`config.mk`:
```
export PLATFORM = sky130hd
export DESIGN_NAME = mem_port_arbiter
export DESIGN_NICKNAME = d
export VERILOG_FILES = /design/src/rtl/mem_port_arbiter.sv
export SDC_FILE = /design/constraint.sdc
export NUM_CORES = 1
export LEC_CHECK = 0
export ABC_CLOCK_PERIOD_IN_PS = 2850
export CAP_MARGIN = 20
export CORE_AREA = 2 2 123 125
export DETAILED_ROUTE_END_ITERATION = 6
export DIE_AREA = 0 0 125 127
export PLACE_DENSITY = 0.67
export SYNTH_ARGS = -nofsm -noshare
export SYNTH_HDL_FRONTEND = slang
export SYNTH_SLANG_ARGS = --single-unit
export TNS_END_PERCENT = 100
```
`constraint.sdc`:
```
create_clock -name clk -period 2.85 [get_ports clk]
set_input_delay 0.4275 -clock clk [delete_from_list [all_inputs] [get_ports clk]]
set_output_delay 0.4275 -clock clk [all_outputs]
set_load 0.05 [all_outputs]
```
`src/rtl/mem_port_arbiter.sv`:
```
// Arbitrates Memory port a between the CPU load/store stage and the loader, with loader lock.
// Define MEM_ARB_STARVE_GUARD_EN to add the loader anti-starvation counter (otherwise strict CPU priority).
module mem_port_arbiter #(
    parameter int STARVE_LIMIT = 8
) (
    input  logic        clk,
    input  logic        rst,
    input  logic        cpu_req,
    input  logic [31:0] cpu_address,
    input  logic [31:0] cpu_data,
    input  logic [2:0]  cpu_writeMode,
    input  logic [2:0]  cpu_readMode,
    input  logic        cpu_unsignedLoad,
    output logic        cpu_gnt,
    output logic        cpu_rvalid,
    output logic [31:0] cpu_rdata,
    input  logic        ldr_req,
    input  logic [31:0] ldr_address,
    input  logic [31:0] ldr_data,
    input  logic [2:0]  ldr_writeMode,
    input  logic [2:0]  ldr_readMode,
    input  logic        ldr_unsignedLoad,
    input  logic        ldr_lock,
    output logic        ldr_gnt,
    output logic        ldr_rvalid,
    output logic [31:0] ldr_rdata,
    output logic [31:0] mem_address,
    output logic [31:0] mem_data,
    output logic [2:0]  mem_writeMode,
    output logic [2:0]  mem_readMode,
    output logic        mem_unsignedLoad,
    input  logic [31:0] mem_dataOutput,
    output logic        locked
);
    typedef enum logic {S_IDLE, S_LOCKED} state_t;

    state_t      state_q, state_d;
    logic        rd_pending_q, rd_owner_q;
    logic        rd_issue;
    logic        force_ldr;
    logic [31:0] cpu_rdata_q, ldr_rdata_q;

    if (STARVE_LIMIT < 1 || STARVE_LIMIT > 15) begin : g_bad_starve_limit
        $error("STARVE_LIMIT must be in 1..15");
    end

`ifdef MEM_ARB_STARVE_GUARD_EN
    localparam logic [3:0] LIMIT_C = 4'(STARVE_LIMIT);
    logic [3:0] starve_q, starve_d;

    assign force_ldr = ldr_req && (starve_q == LIMIT_C);

    // Saturating count of consecutive cycles the loader asked and lost.
    always_comb begin
        starve_d = 4'd0;
        if (ldr_req && !ldr_gnt)
            starve_d = (starve_q == LIMIT_C) ? starve_q : starve_q + 4'd1;
    end

    always_ff @(posedge clk) begin
        if (!rst) starve_q <= 4'd0;
        else      starve_q <= starve_d;
    end
`else
    assign force_ldr = 1'b0;
`endif

    always_comb begin
        cpu_gnt = 1'b0;
        ldr_gnt = 1'b0;
        if (state_q == S_LOCKED) begin
            ldr_gnt = ldr_req;
        end else begin
            ldr_gnt = ldr_req && (force_ldr || !cpu_req);
            cpu_gnt = cpu_req && !force_ldr;
        end
    end

    always_comb begin
        state_d = state_q;
        if (state_q == S_IDLE) begin
            if (ldr_gnt && ldr_lock) state_d = S_LOCKED;
        end else if (!ldr_lock) begin
            state_d = S_IDLE;
        end
    end

    always_comb begin
        mem_address      = 32'd0;
        mem_data         = 32'd0;
        mem_writeMode    = 3'd0;
        mem_readMode     = 3'd0;
        mem_unsignedLoad = 1'b0;
        if (ldr_gnt) begin
            mem_address      = ldr_address;
            mem_data         = ldr_data;
            mem_writeMode    = ldr_writeMode;
            mem_readMode     = ldr_readMode;
            mem_unsignedLoad = ldr_unsignedLoad;
        end else if (cpu_gnt) begin
            mem_address      = cpu_address;
            mem_data         = cpu_data;
            mem_writeMode    = cpu_writeMode;
            mem_readMode     = cpu_readMode;
            mem_unsignedLoad = cpu_unsignedLoad;
        end
    end

    // A write mode takes precedence in Memory, so only pure reads return data.
    assign rd_issue = (cpu_gnt || ldr_gnt) && (mem_readMode != 3'd0) && (mem_writeMode == 3'd0);

    // Read data is taken straight from Memory in its valid cycle; outputs are forced quiet in reset.
    assign cpu_rvalid = rst && rd_pending_q && !rd_owner_q;
    assign ldr_rvalid = rst && rd_pending_q && rd_owner_q;
    assign cpu_rdata  = !rst ? 32'd0 : (cpu_rvalid ? mem_dataOutput : cpu_rdata_q);
    assign ldr_rdata  = !rst ? 32'd0 : (ldr_rvalid ? mem_dataOutput : ldr_rdata_q);
    assign locked     = rst && (state_q == S_LOCKED);

    always_ff @(posedge clk) begin
        if (!rst) begin
            state_q      <= S_IDLE;
            rd_pending_q <= 1'b0;
            rd_owner_q   <= 1'b0;
            cpu_rdata_q  <= 32'd0;
            ldr_rdata_q  <= 32'd0;
        end else begin
            state_q      <= state_d;
            rd_pending_q <= rd_issue;
            rd_owner_q   <= ldr_gnt;
            cpu_rdata_q  <= cpu_rdata;
            ldr_rdata_q  <= ldr_rdata;
        end
    end
endmodule

```
==> impl_metrics.toml <==
[sta]
slew_headroom = 0.6490
skew_ns = 0.004985
fin_crit_ns = 2.389
timing.final.ws_setup_ns = 0.4608
report.final.slew_viol_count = 0
worst_pin_slew_ns = 0.5248
fin_tns_setup_ns = 0
max_freq_mhz = 418.5
setup_repair_after_global_routing_missed_its_margin = "no"
portion_of_the_clock_cycle_consumed_by_the_worst_path_in_the_final_layout = 0.8383
hold_viol_final = 0
final_count_of_negative_setup_slack_endpoints = 0

[layout]
layout-area-overhead-vs-synth_pct = 132.0
final_area_um2 = 8700
layout_common_cells = "sky130_fd_sc_hd__nand2_1 (272), sky130_fd_sc_hd__clkdlybuf4s50_1 (177), sky130_fd_sc_hd__buf_12 (144)"
final_nets = 1071
sequential_cell_area_um2 = 1341
fillerInstances = 1284
antenna_cells_inserted = 0
layout_commonest_cell = "sky130_fd_sc_hd__nand2_1"
multi_input_comb_area_um2 = 2115
drive_gt1_frac = 0.1906

[clock_tree]
cts.repair_timing.setup_buffer_count = 0
cts_tree = "yes"
cts.sinks = 67
clock_insertion_delay_worst_skew_ns = 0.32
numCtsBuffers = 9
cts-htree-levels = 3
clk_path_buf_depth = 2
root_buffer = "sky130_fd_sc_hd__clkbuf_16"
cts.repair.resized = 0
worst_setup_hold_path_clk_slew_ns = 0.06
cts_hold_buf = 0

[place]
place.port_buffers = 318
weighted_congestion_at_the_end_of_routability_driven_global_placement = 0.8392
dpl-instance-area_um2 = 8396
post_detailed_placement_half_perimeter_wirelength_mm = 13.13
place_worst_setup_slack_ns = 0.4460

[job]
maxCapViolations = 0

[global_route]
grt.busiest_layer = "met2"
grt_pass1_vias = 4861
globalRouteOverflowTotal = 0
wire_length_of_the_first_global_routing_pass_mm = 25.63
globalRouteMet2Util = 0.3613
grt_max_degree = 98
grt_util_met1 = 0.2388
total_routing_resource_utilization_after_global_routing = 0.2015
antenna_found_initial = 0
groute.layer.met3.usage = 0.05653

[yosys]
synth.distinct_cells = 23
syn_avg_cell_area_um2 = 6.198
total_of_flip_flops_plus_latches_after_synthesis = 67
synthCells = 605
yosysWarningCount = 0
sequential_element_share_of_the_synthesized_area = 0.3577
synth_nets = 784
mappedNetlistArea_um2 = 3750

[critical_path]
worst_path_largest_cell_delay_ns = 0.53
cell_family_with_the_largest_share_of_critical_path_delay = "buffers and inverters"
ff2ff_path_depth = 6
critPathMaxFanout = 19
cp_cell_sequence = "clkdlybuf4s50_1 > nand2b_4 > inv_2 > buf_4 > nand2_1 > nand2_1 > buf_12"
worstReg2RegStart = "state_q"
critPathRequiredTime_ns = 2.42
critical_path.startpoint_type = "input port"
crit_slowest_cell = "sky130_fd_sc_hd__clkdlybuf4s50_1"
worst_setup_path_end_kind = "output port"
critPathLaunch = "cpu_req"
critical_path_arrival_ns = 1.96
worstReg2RegEnd = "rd_pending_q"
regToRegSetupSlack_ns = 1.30
critical-path-top-cell-by-count = "sky130_fd_sc_hd__nand2_1"
cp_num_buf_inv = 4
setup.worst_path.class = "in2out"

[die]
initial_utilization = 0.2600
num_rows = 44
design.die.area_um2 = 15880
die-width_um = 125
die_h_um = 127
fp.coreArea_um2 = 14420
ioPinCount = 319

[routing]
vias = 5004
detail_route.vias_per_cell = 4.629
drt-pass1-iter-count = 4
route.detailed.drc = 0
wirelength_mm = 16.58
drt.antenna.violating_nets = 0
wl_per_cell_um = 15.34
detail_route.iter0.violations = 238

[min_path]
min-delay-path-class = "in2reg"
worstHoldEndpoint = "state_q"
timing.hold.worst_path_depth = 3
worst_hold_startpoint = "rst"

[pwr]
static-leakage-power_nw = 3.638
power_density_nw_per_um2 = 387.2
clock_power_share = 0.331
seq_power_share = 0.284
netSwitchingFraction = 0.3172
p_switching_mw = 1.068
power.ir.vdd_worst_mv = 0.2792
power.internal_mw = 2.300
pwr-share-comb = 0.385

[outcome]
status = "finished clean"
## how the worst max path moves through the flow
stage | to | cells past startpoint
finish | mem_writeMode[0] | 7
floorplan | cpu_rdata[22] | 6
detailed placement | mem_writeMode[0] | 7
global route | mem_writeMode[0] | 7
CTS | mem_writeMode[0] | 7
global placement | mem_writeMode[0] | 7
## state kept, by name, summed over array words and instances (netlist names)
name and count:
cpu_rdata_q 32, rd_pending_q 1, ldr_rdata_q 32, rd_owner_q 1
state_q 1
## power by group through the flow
stage	combinational, mW	clock [mW]	sequential [mW]
floorplan	0.538	0	0.976
CTS	1.30	1.15	0.957
detailed placement	1.30	0	0.977
global route	1.35	1.19	0.957
global placement	1.29	0	0.976
finish	1.30	1.12	0.957
## routing by layer
metal / part of all wire / routed length (um) / up-vias
met4: 0.013 / 213 / 0
li1: - / - / 2559
met5: 0 / 0 / -
met2: 0.50 / 8321 / 185
met3: 0.072 / 1188 / 13
met1: 0.41 / 6857 / 2247
## synthesized netlist by cell type (all sizes together)
cell	n	area (um2)
clkbuf	20	78.82
o21ai	128	640.6
nand3	71	355.3
nor3b	1	7.510
a21oi	1	5.000
buf	32	208.9
and3	2	12.51
o21a	1	7.510
o311a	1	10.01
and2	2	12.51
nand2b	1	13.76
inv	2	7.500
and4	1	8.760
nor2	3	18.77
nand2	272	1021
dfxtp	67	1341
## metrics by stage
stage	utilization	power, mW	std cells	hold slack, ns
global placement	0.5821	2.271	1065	0.4490
floorplan	-	1.513	605	0.4376
global route	0.6031	3.497	1081	0.4429
CTS	0.6031	3.406	1081	0.4230
finish	0.6031	3.368	1081	0.4374
detailed placement	0.5821	2.277	1065	0.4537
## tightest hold or removal path: stages
cell	delay (ns)
sky130_fd_sc_hd__buf_2	0.16
sky130_fd_sc_hd__nand2_1	0.08
sky130_fd_sc_hd__nor2_1	0.04
## kinds of logic after synthesis
family	Yosys count	synth area share
and+or+nand+nor	353	0.3867
AOI/OAI and AO/OA	131	0.1768
buffers and inverters	54	0.07874
DFF	67	0.3577
## final cells by class
| class | instances | area share |
|---|---|---|
| Clock buffer | 10 | 0.02747 |
| Clock inverter | 6 | 0.007479 |
| Inverter | 2 | 0.0008629 |
| Multi-Input combinational cell | 484 | 0.2431 |
| Sequential cell | 67 | 0.1542 |
| Tap cell | 184 | 0.02646 |
| Timing Repair Buffer | 328 | 0.5405 |
Note: power is estimated with default switching activity, not from simulation.
